--- src/rtl/bbox_pkg.sv ---
// Shared types and constants for the bounding-box tracker.
package bbox_pkg;

    typedef enum logic [1:0] {
        S_WAIT    = 2'd0,
        S_ACCUM   = 2'd1,
        S_RESOLVE = 2'd2,
        S_PUBLISH = 2'd3
    } state_e;

    localparam logic [1:0] MODE_PASS = 2'd0;
    localparam logic [1:0] MODE_BOX  = 2'd1;
    localparam logic [1:0] MODE_BOXC = 2'd2;
    localparam logic [1:0] MODE_CTR  = 2'd3;

endpackage

--- src/rtl/bbox_raster_cnt.sv ---
// Raster position counters with frame-start (vsync rise) and frame-end
// (last active pixel) strobes; o_hcnt/o_vcnt give the position of the current pixel.
module bbox_raster_cnt #(
    parameter int IMG_W = 200,
    parameter int IMG_H = 164,
    parameter int CW    = 11
) (
    input  logic          clk,
    input  logic          rst_n,
    input  logic          i_vsync,
    input  logic          i_de,
    output logic [CW-1:0] o_hcnt,
    output logic [CW-1:0] o_vcnt,
    output logic          o_frame_start,
    output logic          o_frame_end
);

    localparam logic [CW-1:0] H_LAST = CW'(IMG_W - 1);
    localparam logic [CW-1:0] V_LAST = CW'(IMG_H - 1);

    logic          vsync_q;
    logic [CW-1:0] hcnt_q, hcnt_d;
    logic [CW-1:0] vcnt_q, vcnt_d;
    logic          h_last, v_last;

    always_comb begin
        h_last        = (hcnt_q == H_LAST);
        v_last        = (vcnt_q == V_LAST);
        o_frame_start = i_vsync & ~vsync_q;
        o_frame_end   = i_de & h_last & v_last;
        hcnt_d        = hcnt_q;
        vcnt_d        = vcnt_q;
        if (o_frame_start) begin
            hcnt_d = '0;
            vcnt_d = '0;
        end else if (i_de) begin
            if (h_last) begin
                hcnt_d = '0;
                vcnt_d = v_last ? '0 : vcnt_q + CW'(1);
            end else begin
                hcnt_d = hcnt_q + CW'(1);
            end
        end
    end

    always_ff @(posedge clk or negedge rst_n) begin
        if (!rst_n) begin
            vsync_q <= 1'b0;
            hcnt_q  <= '0;
            vcnt_q  <= '0;
        end else begin
            vsync_q <= i_vsync;
            hcnt_q  <= hcnt_d;
            vcnt_q  <= vcnt_d;
        end
    end

    assign o_hcnt = hcnt_q;
    assign o_vcnt = vcnt_q;

endmodule

--- src/rtl/bbox_tracker.sv ---
// Single-object bounding-box tracker: per-frame extent, count, area and centre of
// foreground pixels, published once per frame and drawn onto the following frame.
//
// state     | meaning
// S_WAIT    | idle, pixels ignored until vsync rise
// S_ACCUM   | accumulating foreground extent and count
// S_RESOLVE | derive found flag, centre and area
// S_PUBLISH | load outputs, pulse o_valid, clear accumulators
module bbox_tracker
    import bbox_pkg::*;
#(
    parameter int            IMG_W     = 200,
    parameter int            IMG_H     = 164,
    parameter int            DW        = 24,
    parameter int            CW        = 11,
    parameter logic [DW-1:0] FG_VAL    = 24'h000000,
    parameter int            MIN_PIX   = 500,
    parameter logic [DW-1:0] BOX_COLOR = 24'hff0000
) (
    input  logic            clk,
    input  logic            rst_n,
    input  logic [DW-1:0]   i_data,
    input  logic            i_hsync,
    input  logic            i_vsync,
    input  logic            i_de,
    input  logic [1:0]      i_mode,
    output logic [DW-1:0]   o_data,
    output logic            o_hsync,
    output logic            o_vsync,
    output logic            o_de,
    output logic            o_valid,
    output logic            o_found,
    output logic [CW-1:0]   o_x0,
    output logic [CW-1:0]   o_y0,
    output logic [CW-1:0]   o_x1,
    output logic [CW-1:0]   o_y1,
    output logic [CW-1:0]   o_mid_x,
    output logic [CW-1:0]   o_mid_y,
    output logic [2*CW-1:0] o_area,
    output logic [2*CW-1:0] o_fg_count
);

    localparam logic [2*CW-1:0] MIN_CNT = (2*CW)'(MIN_PIX);

    logic [CW-1:0] hcnt, vcnt;
    logic          frame_start, frame_end;

    bbox_raster_cnt #(.IMG_W(IMG_W), .IMG_H(IMG_H), .CW(CW)) u_raster (
        .clk           (clk),
        .rst_n         (rst_n),
        .i_vsync       (i_vsync),
        .i_de          (i_de),
        .o_hcnt        (hcnt),
        .o_vcnt        (vcnt),
        .o_frame_start (frame_start),
        .o_frame_end   (frame_end)
    );

    state_e          state_q, state_d;
    logic [1:0]      mode_q, mode_d;
    logic [2*CW-1:0] fg_cnt_q, fg_cnt_d;
    logic [CW-1:0]   xmin_q, xmin_d, xmax_q, xmax_d, ymin_q, ymin_d, ymax_q, ymax_d;
    logic            res_found_q, res_found_d;
    logic [CW-1:0]   res_mid_x_q, res_mid_x_d, res_mid_y_q, res_mid_y_d;
    logic [2*CW-1:0] res_area_q, res_area_d;
    logic            valid_q, valid_d, found_q, found_d;
    logic [CW-1:0]   x0_q, x0_d, y0_q, y0_d, x1_q, x1_d, y1_q, y1_d;
    logic [CW-1:0]   mid_x_q, mid_x_d, mid_y_q, mid_y_d;
    logic [2*CW-1:0] area_q, area_d, fg_count_q, fg_count_d;
    logic [DW-1:0]   data_q, data_d;
    logic            hsync_q, vsync_q, de_q;

    logic          is_fg;
    logic [CW:0]   sum_x, sum_y;
    logic [CW-1:0] len_x, len_y;

    always_comb begin
        state_d     = state_q;
        mode_d      = mode_q;
        fg_cnt_d    = fg_cnt_q;
        xmin_d      = xmin_q;
        xmax_d      = xmax_q;
        ymin_d      = ymin_q;
        ymax_d      = ymax_q;
        res_found_d = res_found_q;
        res_mid_x_d = res_mid_x_q;
        res_mid_y_d = res_mid_y_q;
        res_area_d  = res_area_q;
        valid_d     = 1'b0;
        found_d     = found_q;
        x0_d        = x0_q;
        y0_d        = y0_q;
        x1_d        = x1_q;
        y1_d        = y1_q;
        mid_x_d     = mid_x_q;
        mid_y_d     = mid_y_q;
        area_d      = area_q;
        fg_count_d  = fg_count_q;

        is_fg = i_de && (i_data == FG_VAL);
        sum_x = {1'b0, xmin_q} + {1'b0, xmax_q};
        sum_y = {1'b0, ymin_q} + {1'b0, ymax_q};
        len_x = xmax_q - xmin_q + CW'(1);
        len_y = ymax_q - ymin_q + CW'(1);

        if (frame_start) begin
            mode_d = i_mode;
        end

        case (state_q)
            S_WAIT: begin
                if (frame_start) begin
                    fg_cnt_d = '0;
                    state_d  = S_ACCUM;
                end
            end
            S_ACCUM: begin
                if (frame_start) begin
                    // short frame: drop what was gathered and start over
                    fg_cnt_d = '0;
                    xmin_d   = '0;
                    xmax_d   = '0;
                    ymin_d   = '0;
                    ymax_d   = '0;
                end else begin
                    if (is_fg) begin
                        fg_cnt_d = fg_cnt_q + (2*CW)'(1);
                        if (fg_cnt_q == '0) begin
                            xmin_d = hcnt;
                            xmax_d = hcnt;
                            ymin_d = vcnt;
                            ymax_d = vcnt;
                        end else begin
                            if (hcnt < xmin_q) xmin_d = hcnt;
                            if (hcnt > xmax_q) xmax_d = hcnt;
                            if (vcnt < ymin_q) ymin_d = vcnt;
                            if (vcnt > ymax_q) ymax_d = vcnt;
                        end
                    end
                    if (frame_end) begin
                        state_d = S_RESOLVE;
                    end
                end
            end
            S_RESOLVE: begin
                res_found_d = (fg_cnt_q >= MIN_CNT);
                res_mid_x_d = sum_x[CW:1];
                res_mid_y_d = sum_y[CW:1];
                res_area_d  = {{CW{1'b0}}, len_x} * {{CW{1'b0}}, len_y};
                state_d     = S_PUBLISH;
            end
            S_PUBLISH: begin
                valid_d    = 1'b1;
                found_d    = res_found_q;
                x0_d       = res_found_q ? xmin_q : '0;
                x1_d       = res_found_q ? xmax_q : '0;
                y0_d       = res_found_q ? ymin_q : '0;
                y1_d       = res_found_q ? ymax_q : '0;
                mid_x_d    = res_found_q ? res_mid_x_q : '0;
                mid_y_d    = res_found_q ? res_mid_y_q : '0;
                area_d     = res_found_q ? res_area_q : '0;
                fg_count_d = fg_cnt_q;
                fg_cnt_d   = '0;
                xmin_d     = '0;
                xmax_d     = '0;
                ymin_d     = '0;
                ymax_d     = '0;
                state_d    = S_WAIT;
            end
            default: state_d = S_WAIT;
        endcase
    end

    // Overlay draws the previously published box, never the one being accumulated.
    logic on_row, on_col, on_ctr, draw_box, draw_ctr, paint;

    always_comb begin
        on_row   = ((vcnt == y0_q) || (vcnt == y1_q)) && (hcnt >= x0_q) && (hcnt <= x1_q);
        on_col   = ((hcnt == x0_q) || (hcnt == x1_q)) && (vcnt >= y0_q) && (vcnt <= y1_q);
        on_ctr   = (hcnt == mid_x_q) && (vcnt == mid_y_q);
        draw_box = (mode_q == MODE_BOX) || (mode_q == MODE_BOXC);
        draw_ctr = (mode_q == MODE_BOXC) || (mode_q == MODE_CTR);
        paint    = i_de && found_q &&
                   ((draw_box && (on_row || on_col)) || (draw_ctr && on_ctr));
        data_d   = paint ? BOX_COLOR : i_data;
    end

    always_ff @(posedge clk or negedge rst_n) begin
        if (!rst_n) begin
            state_q     <= S_WAIT;
            mode_q      <= MODE_PASS;
            fg_cnt_q    <= '0;
            xmin_q      <= '0;
            xmax_q      <= '0;
            ymin_q      <= '0;
            ymax_q      <= '0;
            res_found_q <= 1'b0;
            res_mid_x_q <= '0;
            res_mid_y_q <= '0;
            res_area_q  <= '0;
            valid_q     <= 1'b0;
            found_q     <= 1'b0;
            x0_q        <= '0;
            y0_q        <= '0;
            x1_q        <= '0;
            y1_q        <= '0;
            mid_x_q     <= '0;
            mid_y_q     <= '0;
            area_q      <= '0;
            fg_count_q  <= '0;
            data_q      <= '0;
            hsync_q     <= 1'b0;
            vsync_q     <= 1'b0;
            de_q        <= 1'b0;
        end else begin
            state_q     <= state_d;
            mode_q      <= mode_d;
            fg_cnt_q    <= fg_cnt_d;
            xmin_q      <= xmin_d;
            xmax_q      <= xmax_d;
            ymin_q      <= ymin_d;
            ymax_q      <= ymax_d;
            res_found_q <= res_found_d;
            res_mid_x_q <= res_mid_x_d;
            res_mid_y_q <= res_mid_y_d;
            res_area_q  <= res_area_d;
            valid_q     <= valid_d;
            found_q     <= found_d;
            x0_q        <= x0_d;
            y0_q        <= y0_d;
            x1_q        <= x1_d;
            y1_q        <= y1_d;
            mid_x_q     <= mid_x_d;
            mid_y_q     <= mid_y_d;
            area_q      <= area_d;
            fg_count_q  <= fg_count_d;
            data_q      <= data_d;
            hsync_q     <= i_hsync;
            vsync_q     <= i_vsync;
            de_q        <= i_de;
        end
    end

    assign o_data     = data_q;
    assign o_hsync    = hsync_q;
    assign o_vsync    = vsync_q;
    assign o_de       = de_q;
    assign o_valid    = valid_q;
    assign o_found    = found_q;
    assign o_x0       = x0_q;
    assign o_y0       = y0_q;
    assign o_x1       = x1_q;
    assign o_y1       = y1_q;
    assign o_mid_x    = mid_x_q;
    assign o_mid_y    = mid_y_q;
    assign o_area     = area_q;
    assign o_fg_count = fg_count_q;

endmodule

--- config.mk ---
export PLATFORM = sky130hd
export DESIGN_NAME = bbox_tracker
export DESIGN_NICKNAME = d
export VERILOG_FILES = /design/src/rtl/bbox_pkg.sv /design/src/rtl/bbox_raster_cnt.sv /design/src/rtl/bbox_tracker.sv
export SDC_FILE = /design/constraint.sdc
export NUM_CORES = 1
export LEC_CHECK = 0
export ABC_AREA = 1
export CORE_AREA = 2 2 226 206
export CTS_BUF_LIST = sky130_fd_sc_hd__clkbuf_8
export DETAILED_ROUTE_END_ITERATION = 7
export DIE_AREA = 0 0 228 208
export PLACE_DENSITY = 0.74
export REMOVE_ABC_BUFFERS = 1
export SLEW_MARGIN = 15
export SYNTH_ARGS = -nofsm -noshare
export SYNTH_HDL_FRONTEND = slang
export SYNTH_HIERARCHICAL = 1
export SYNTH_SLANG_ARGS = --single-unit
--- constraint.sdc ---
create_clock -name clk -period 7.2 [get_ports clk]
set_clock_uncertainty 0.05 [all_clocks]
set_input_delay 0.72 -clock clk [delete_from_list [all_inputs] [get_ports clk]]
set_output_delay 0.72 -clock clk [all_outputs]
set_load 0.05 [all_outputs]
# Yosys cells after proc, flatten, opt, wreduce, memory -nomap -nowiden
# Index checks and enable logic that the tools add are counted.
# word_totals
ff_bits	276
in_bits	31
out_inout_bits	139
# classes
n_addsub	9
n_mul	1
order_cmp	9
eq_ne	22
mux	44
bitwise	4
reduce_logical	30
# op_table
op	count
$mux W11	29
$mux W22	4
$pmux W11 S2	4
$eq A11 B11 Y1	6
$pmux W22 S3	1
$add A11 B1 Y11 const B	4
$add A11 B11 Y12	2
$logic_not A24 Y1	1
$mux W24	1
$add A22 B1 Y22 const B	1
$eq A11 B8 Y1 const B	2
$ge A11 B11 Y1	2
$ge A22 B9 Y1 const B	1
$gt A11 B11 Y1	2
$le A11 B11 Y1	2
$logic_not A22 Y1	1
$lt A11 B11 Y1	2
$mul A11 B11 Y22	1
$sub A11 B11 Y11	2
$reduce_and A3 Y1	6
$ne A4 B4 Y1 const B	4
$logic_and A1 B1 Y1	10
$eq A2 B2 Y1 const B	4
$pmux W2 S4	1
12 further kinds	26

# Logic depth before layout (Yosys ltp)
# Gate-level depths: netlist of run 1.
# depth
ltp_word	9
mapped_depth	35

# Modules after synthesis
# The synthesis of run 1 kept the hierarchy.
# by_module_without_submodules
module	n_inst	cells_per_inst	area_per_inst_um2	seq_area_each_um2
bbox_tracker	1	2421	19045.8	6356.1
bbox_raster_cnt	1	219	1516.5	575.6

# Worst setup path after synthesis of run 1
# OpenSTA, ideal clock, no wires.
# synth_path
path_type	register to register
startpoint	reg ymin_q[7]
endpoint	reg res_area_q[13]
setup_time_ps	133
arrival_ps	6087
path_slack_ps	929
stages_incl_launch_ff	31
n_path_buf	0
synth_period_minus_slack_ps	6271
cell_sequence	dfrtp_1 > inv_1 > ha_1 > ha_1 > inv_2 > o21bai_1 > a21oi_1 > nand2_1 > nand2_1 > nand2_1 > a21oi_1 > nand2_1 > nand2_1 > nor2_1 > fa_1 > inv_1 > fa_1 > inv_1 > fa_1 > fa_1 > inv_1 > fa_1 > inv_1 > ha_1 > a21oi_1 > o21ai_0 > a21oi_1 > o21ai_0 > or2_2 > nand3_1 > o21ai_0
# synth_between
elab_chain_len	3
# synth_lines
item	line_no	text
from (decl)	bbox_tracker.sv:62	logic [CW-1:0] xmin_q, xmin_d, xmax_q, xmax_d, ymin_q, ymin_d, ymax_q, ymax_d;
from (signal assigned)	bbox_tracker.sv:221	ymin_q <= ymin_d;
$sub A11 B11 Y11	bbox_tracker.sv:104	len_y = ymax_q - ymin_q + CW'(1);
$add A11 B1 Y11	bbox_tracker.sv:104	
$mul A11 B11 Y22	bbox_tracker.sv:149	res_area_d = {{CW{1'b0}}, len_x} * {{CW{1'b0}}, len_y};
to (signal assigned)	bbox_tracker.sv:226	res_area_q <= res_area_d;
to (decl)	bbox_tracker.sv:65	logic [2*CW-1:0] res_area_q, res_area_d;
# No other way between the ends.
# A chain may end at the register's enable or synchronous reset.

# Final worst setup path of run 1
# layout_path
startpoint	reg xmax_q[1]
endpoint	reg res_area_q[21]
# layout_between
elab_chain_len	3
# layout_lines
item	line_no	text
from (decl)	bbox_tracker.sv:62	
from (signal assigned)	bbox_tracker.sv:220	xmax_q <= xmax_d;
$sub A11 B11 Y11	bbox_tracker.sv:103	len_x = xmax_q - xmin_q + CW'(1);
$add A11 B1 Y11	bbox_tracker.sv:103	
$mul A11 B11 Y22	bbox_tracker.sv:149	
# No other way between the ends.

==> parameters.txt, run 1 <==
Parameter                              Value

Pwr
  LEAKAGE    0.0121 uW
  Power density of the placed cells    330 nW/um2
  Clock network power share    0.200
  Net Switching    3970 uW
  Worst supply voltage drop on vdd    334 uV
  Proportion of total power due to net switching    0.503
  Share of total power in sequential cells    0.255
  Internal power    3920 uW
  Combinational share of power    0.545

Cells and area
  Post-layout net count    3139
  Ratio of cells with drive above 1 in the final layout    0.0531
  Seq. cell area    6930 um2
  Number of filler cells placed in the layout    4312
  Finished layout cell area    23900 um2
  Fin util    0.531
  Area of the multi-input gates    11500 um2
  Synthesis-to-layout area growth    16.3%

Worst setup path
  CP max FO    6
  FF-to-FF path depth    31
  R2r setup slk    0.39 ns
  Cell occurring most often along the worst timing path    sky130_fd_sc_hd__nand2_1
  Peak per-stage delay on the critical path    0.55 ns
  Beginning of the worst register-to-register path    xmax_q[1]$_DFFE_PN0P_
  Cell type of the slowest stage on the worst timing path    sky130_fd_sc_hd__fa_1
  Worst setup EP type    flop
  Endpoint of the lowest-slack register-to-register path    res_area_q[21]$_DFFE_PN0P_
  Start-to-end type of the worst setup path    reg2reg
  Arrival time of data at the critical path endpoint    7.29 ns
  Required time of the worst setup path    7.68 ns
  Critical path startpoint category    flop

Placement
  Gpl congestion    0.937
  Instance area after placement    22800 um2
  Port Buffer Count    169
  Detailed Place HPWL    46200 um
  Worst setup timing slack at the placement stage    0.302 ns

STA
  Max-slew violation total from the final report    0
  Hold slack    0.0496 ns
  RSZ-0062 raised after global routing    yes
  Final critical-path setup slack    0.389 ns
  Count of final setup violators    0
  Final hold violations    0
  Slew of the pin with the lowest slew margin    1.15 ns
  Portion of the clock cycle consumed by the worst path in the final layout    0.946
  Headroom to the max-slew limit    0.232
  Achievable clock frequency    147 MHz
  Minimum clock period after layout    6.81 ns
  Sum of negative setup slack    0 ns

Die
  Die area    47400 um2
  I/O pin count    170
  Core Region    45000 um2
  Starting utilization of the core area    0.457
  Die X    228 um
  Number of standard-cell rows in the floorplan    74
  Height of the die    208 um

Route
  First-pass detailed-route iteration total    6
  # DRC    0
  Vias    18534
  Routed wire per std cell    17.8 um
  DRC violation total after the first TritonRoute iteration    1707
  Via density per instance    5.37
  Final routed wirelength across all metal layers    61400 um
  Remaining number of nets flagged by the antenna check after routing    0

Clocking
  Post-CTS clock slew at the launch and capture registers of the worst setup and hold paths    0.07 ns
  CTS tree    built
  Clock Path Buffers    3
  Master cell of the clock root buffer    sky130_fd_sc_hd__clkbuf_8
  Worst-skew pair later-pin latency    0.65 ns
  Count of H-tree levels built during CTS    2
  Total CTS buffers    49
  Clock Sink Count    277

Synthesis
  Post-Syn Area    20600 um2
  Mapped Avg Cell Area    7.79 um2
  Synth warn    6
  Ranking of synthesized cells by area    sky130_fd_sc_hd__dfrtp_1 (34%), sky130_fd_sc_hd__ha_1 (13%), sky130_fd_sc_hd__nand2_1 (11%), sky130_fd_sc_hd__inv_1 (8.7%), sky130_fd_sc_hd__fa_1 (8.2%)
  Sequential share of the synthesized area    0.337
  Dominant synthesized flop cell    sky130_fd_sc_hd__dfrtp_1
  Share of the synthesized area in the top cell type    0.337
  Synthesized instance count    2640
  Synth async-reset ratio    1.00
  Area leader, netlist    sky130_fd_sc_hd__dfrtp_1
  Number of unique standard cell types used by synthesis    52
  Number of synthesized register bits    277
  Number of synthesized flops with an enable pin    0

GRT
  Pin count of the biggest net entering global routing    172
  Vias in the first global route    18046
  Global-route usage over all layers    0.259
  Antenna violations before repair    2
  First-pass GRT wire length    98400 um
  Overflow left after global routing    0

Status
  Result of the run    finished, final reports clean

Min path
  Hold Crit Class    in2async

Flow run
  Number of violations of the max-capacitance limit    0
==> stage by stage <==
step / std cells / total power [uW]
detailed placement: 3360 / 6270
floorplan: 2570 / 4760
global placement: 3360 / 6220
global route: 3451 / 8440
finish: 3453 / 7890
CTS: 3447 / 7890
==> layer usage <==
layer  track usage  vias up  part of all wire
li1              -     8742                 -
met1         0.380     8909              0.46
met2         0.383      760              0.43
met3        0.0562      121             0.091
met4        0.0793        2             0.026
met5             0        -           0.00020
==> worst max-delay path by stage <==
stage | start | end | depth (start not counted)
finish | xmax_q[1]$_DFFE_PN0P_ | res_area_q[21]$_DFFE_PN0P_ | 31
global route | ymin_q[3]$_DFFE_PN0P_ | res_area_q[13]$_DFFE_PN0P_ | 30
CTS | ymax_q[1]$_DFFE_PN0P_ | res_area_q[13]$_DFFE_PN0P_ | 28
detailed placement | ymax_q[1]$_DFFE_PN0P_ | res_area_q[21]$_DFFE_PN0P_ | 32
global placement | ymin_q[7]$_DFFE_PN0P_ | res_area_q[16]$_DFFE_PN0P_ | 32
floorplan | ymin_q[7]$_DFFE_PN0P_ | res_area_q[13]$_DFFE_PN0P_ | 30
==> cells in the mapped netlist, types with 5 or more instances <==
library cell and number:
sky130_fd_sc_hd__nand2_1 585, sky130_fd_sc_hd__nand3b_1 5, sky130_fd_sc_hd__inv_1 475, sky130_fd_sc_hd__a31oi_1 7, sky130_fd_sc_hd__xor2_1 31, sky130_fd_sc_hd__nor3_1 35, sky130_fd_sc_hd__o22ai_1 75, sky130_fd_sc_hd__clkbuf_1 42
sky130_fd_sc_hd__buf_2 15, sky130_fd_sc_hd__nand4_1 21, sky130_fd_sc_hd__inv_2 11, sky130_fd_sc_hd__nor2_1 231, sky130_fd_sc_hd__a21oi_1 108, sky130_fd_sc_hd__nor2_4 5, sky130_fd_sc_hd__dfrtp_1 277, sky130_fd_sc_hd__fa_1 84
sky130_fd_sc_hd__ha_1 217, sky130_fd_sc_hd__a21boi_0 5, sky130_fd_sc_hd__o21ai_1 11, sky130_fd_sc_hd__xnor2_1 15, sky130_fd_sc_hd__o21bai_1 7, sky130_fd_sc_hd__o21ai_0 106, sky130_fd_sc_hd__buf_4 5, sky130_fd_sc_hd__nand3_1 187
sky130_fd_sc_hd__nand2_2 7, sky130_fd_sc_hd__or2_2 10, sky130_fd_sc_hd__nor4_1 11
==> logic make-up (layout without fill, tap and decap cells) <==
| kind of cell | Yosys count | after routing | share of synthesized area |
|---|---|---|---|
| adders and majority gates | 301 | 301 | 0.214 |
| AOI/OAI and AO/OA | 343 | 343 | 0.0933 |
| xor gates and xnor gates | 48 | 48 | 0.0212 |
| other | 0 | 2 | 0 |
| muxes | 2 | 2 | 0.00110 |
| buffers and inverters | 559 | 762 | 0.105 |
| DFF | 277 | 277 | 0.337 |
| and+or+nand+nor | 1110 | 1110 | 0.228 |
==> worst max-delay path, delay by kind of cell (launching register included) <==
kind	cells	cell delay, ns
AO/OA/AOI/OAI	2	0.29
adder cells (fa/ha/maj)	9	3.73
buffers and inverters	6	0.54
flip-flops	1	0.38
AND/OR/NAND/NOR	14	1.71
==> flip-flops by register name, summed over array words and instances, names as in the netlist, 22 cells and up <==
name,flops
o_data,24
fg_cnt_q,22
o_area,22
o_fg_count,22
res_area_q,22
==> cell type report <==
| class | instances | share of cell area |
|---|---|---|
| clock inverter | 27 | 0.00837 |
| antenna | 2 | 0.000209 |
| inverter | 489 | 0.0768 |
| sequential | 277 | 0.290 |
| tap | 608 | 0.0318 |
| timing repair buffer | 186 | 0.0768 |
| clock buffer | 60 | 0.0345 |
| multi-input combinational | 1804 | 0.482 |
==> power by group through the flow <==
stage               clock network (uW)  registers [uW]  logic [uW]
finish                            1570            2010        4300
floorplan                            0            2580        2180
global placement                     0            2030        4200
detailed placement                   0            2040        4240
CTS                               1610            2010        4270
global route                      1680            2040        4720
==> timing repair <==
action / 4_1_cts / 5_1_grt
hold buffers: 0 / 0
buffers inserted: 0 / 4
resized for setup: 0 / 11
endpoints found under the setup margin: 0 / 8
==> cells in the final DEF, fill, tap and decap left out, types with 21 or more instances in the layout <==
master,count
sky130_fd_sc_hd__nand3_1,186
sky130_fd_sc_hd__clkbuf_8,60
sky130_fd_sc_hd__nor3_1,35
sky130_fd_sc_hd__clkdlybuf4s50_1,168
sky130_fd_sc_hd__inv_1,489
sky130_fd_sc_hd__dfrtp_1,276
sky130_fd_sc_hd__a21oi_1,107
sky130_fd_sc_hd__fa_1,84
sky130_fd_sc_hd__nand4_1,21
sky130_fd_sc_hd__xor2_1,31
sky130_fd_sc_hd__ha_1,213
sky130_fd_sc_hd__nand2_1,583
sky130_fd_sc_hd__o22ai_1,75
sky130_fd_sc_hd__o21ai_0,105
sky130_fd_sc_hd__nor2_1,231
(Power assumes the default switching activity.)
==> run 2, diff against run 1 <==
--- a/config.mk
+++ b/config.mk
@@ -6,12 +6,14 @@
 export NUM_CORES = 1
 export LEC_CHECK = 0
 export ABC_AREA = 1
+export ABC_CLOCK_PERIOD_IN_PS = 7200
 export CORE_AREA = 2 2 226 206
 export CTS_BUF_LIST = sky130_fd_sc_hd__clkbuf_8
 export DETAILED_ROUTE_END_ITERATION = 7
 export DIE_AREA = 0 0 228 208
 export PLACE_DENSITY = 0.74
 export REMOVE_ABC_BUFFERS = 1
+export SETUP_SLACK_MARGIN = 0.5
 export SLEW_MARGIN = 15
 export SYNTH_ARGS = -nofsm -noshare
 export SYNTH_HDL_FRONTEND = slang
==> run 2 against run 1 <==
  * Critical endpoint is now res_area_q[16]$_DFFE_PN0P_
  * Sequential share of layout area is 0.43 points lower
  * First-iteration DRC count is 4.9% lower
  * Worst hold slack worse by 0.0039 ns
  * Sequential power hardly changed
  * Die area stayed put
  * Clock power hardly changed
  * Non-clock buffer count is 10 higher
==> parameters.txt, run 2 (synthesis results as in run 1) <==
Parameter                              Value

Die
  Die area    47400 um2
  Starting utilization of the core area    0.457
  I/O pin count    170
  Core Region    45000 um2
  Height of the die    208 um
  Die X    228 um
  Number of standard-cell rows in the floorplan    74

Cells and area
  Number of filler cells placed in the layout    4265
  Post-layout net count    3149
  Ratio of cells with drive above 1 in the final layout    0.0778
  Synthesis-to-layout area growth    18.1%
  Top library cells by usage in the layout, fill and taps aside    sky130_fd_sc_hd__nand2_1 (574), sky130_fd_sc_hd__inv_1 (480), sky130_fd_sc_hd__dfrtp_1 (274)
  Most frequent standard cell in the layout excluding fill and tap cells    sky130_fd_sc_hd__nand2_1
  Max reg flops    24

GRT
  First-pass GRT wire length    98500 um
  Antenna violations before repair    2
  Pin count of the biggest net entering global routing    172
  Global-route usage over all layers    0.260
  Met1 global-route usage    0.380
  Overflow left after global routing    0
  Global routing usage on met2    0.384
  GR peak layer    met2
  Vias in the first global route    18081
  Met3 Use GR    0.0558

Worst setup path
  Required time of the worst setup path    7.68 ns
  Peak per-stage delay on the critical path    0.54 ns
  CP max FO    6
  Critical path's top delay family    adder cells
  Start-to-end type of the worst setup path    reg2reg
  Cell type of the slowest stage on the worst timing path    sky130_fd_sc_hd__fa_1
  Arrival time of data at the critical path endpoint    6.92 ns
  Critical path startpoint category    flop
  Worst setup EP type    flop
  Cell occurring most often along the worst timing path    sky130_fd_sc_hd__nand2_1
  Bufs and invs on worst path    6

Route
  Vias    18478
  First-pass detailed-route iteration total    6
  Via density per instance    5.34
  DRC violation total after the first TritonRoute iteration    1624
  # DRC    0
  Final routed wirelength across all metal layers    61500 um
  Routed wire per std cell    17.7 um
  Remaining number of nets flagged by the antenna check after routing    0

Clocking
  Clock Sink Count    277
  Count of H-tree levels built during CTS    2
  Number of buffers inserted by hold repair at cts    0
  CTS tree    built
  Post-CTS clock slew at the launch and capture registers of the worst setup and hold paths    0.07 ns
  Master cell of the clock root buffer    sky130_fd_sc_hd__clkbuf_8
  Total CTS buffers    49
  Clock Path Buffers    3
  Worst-skew pair later-pin latency    0.64 ns

STA
  Achievable clock frequency    155 MHz
  Minimum clock period after layout    6.44 ns
  Final critical-path setup slack    0.762 ns
  Portion of the clock cycle consumed by the worst path in the final layout    0.894
  Sum of negative setup slack    0 ns
  Max-slew violation total from the final report    0
  RSZ-0062 raised after global routing    no
  Headroom to the max-slew limit    0.221
  Final hold violations    0
  Count of final setup violators    0
  Slew of the pin with the lowest slew margin    1.17 ns

Pwr
  LEAKAGE    0.0122 uW
  Worst supply voltage drop on vdd    334 uV
  Power density of the placed cells    330 nW/um2

Flow run
  Number of violations of the max-capacitance limit    0

Placement
  Worst setup timing slack at the placement stage    0.302 ns
  Detailed Place HPWL    46200 um
  Gpl congestion    0.937
  Port Buffer Count    169

Min path
  Hold Crit Class    in2async

Status
  Result of the run    finished, final reports clean
-- run 2: changes by cell type in the layout (fill, tap and decap cells not counted), sizes merged --
cell	previous run	this run
buf	18	28
-- run 2: power by group --
part | internal (uW) | leakage (uW) | switching [uW] | total [uW]
sequential | 1830 | 0.00370 | 188 | 2020
combinational | 1300 | 0.00791 | 3130 | 4430
clock | 860 | 0.000588 | 713 | 1570
-- run 2: worst reg2reg max path: cells and delay by family (launching register included) --
kind,cells,cell delay (ns)
fa+ha+maj,9,3.74
simple gates,16,1.62
flops,1,0.39
buf+inv,6,0.38
compound gates,1,0.13
-- run 2: final timing paths --
check	startpoint	to	slack (ns)	depth (start not counted)
worst max register to register	xmax_q[1]$_DFFE_PN0P_	res_area_q[16]$_DFFE_PN0P_	0.76	32
worst max-delay path	xmax_q[1]$_DFFE_PN0P_	res_area_q[16]$_DFFE_PN0P_	0.76	32
min in group clk	res_area_q[21]$_DFFE_PN0P_	res_area_q[21]$_DFFE_PN0P_	0.44	2
max in group asynchronous	rst_n	o_vsync$_DFF_PN0_	5.58	2
worst min-delay path	rst_n	o_area[13]$_DFFE_PN0P_	0.05	1
worst min register to register	res_area_q[21]$_DFFE_PN0P_	res_area_q[21]$_DFFE_PN0P_	0.44	2
-- run 2: metrics by stage --
stage	cell area, um2	util	power, uW	hold WS, ns	cells
2_1_floorplan	20200	-	4760	0.374	2570
3_3_place_gp	22800	0.507	6220	0.417	3360
3_5_place_dp	22800	0.507	6270	0.417	3360
4_1_cts	23900	0.531	7900	0.0797	3450
5_1_grt	24300	0.540	8580	0.121	3461
6_report	24300	0.540	8020	0.0457	3463
-- run 2: metal layers --
layer	wire length, um	share of wire
met5	12	0.00020
met3	5250	0.085
met4	1530	0.025
met1	28100	0.46
met2	26500	0.43
-- run 2: what timing repair did --
action | in CTS | in global routing
pin swaps | 1 | 17
setup endpoints to repair | 7 | 14
gates resized for setup | 9 | 75
setup buffers | 3 | 11
-- run 2: cell type report --
type | count | area [um2] | area share
timing repair buffer | 196 | 1920 | 0.0789
clock inverter | 27 | 200 | 0.00824
tap | 608 | 761 | 0.0313
multi-input combinational | 1804 | 11800 | 0.486
clock buffer | 60 | 826 | 0.0340
inverter | 489 | 1840 | 0.0759
sequential | 277 | 6940 | 0.286
antenna | 2 | 5.00 | 0.000206
==> run 3, diff against run 2 <==
--- a/config.mk
+++ b/config.mk
@@ -9,6 +9,7 @@
 export ABC_CLOCK_PERIOD_IN_PS = 7200
 export CORE_AREA = 2 2 226 206
 export CTS_BUF_LIST = sky130_fd_sc_hd__clkbuf_8
+export CTS_CLUSTER_SIZE = 30
 export DETAILED_ROUTE_END_ITERATION = 7
 export DIE_AREA = 0 0 228 208
 export PLACE_DENSITY = 0.74
==> results of run 3 <==
The final DEF is identical to that of run 2; final timing and power are the same.
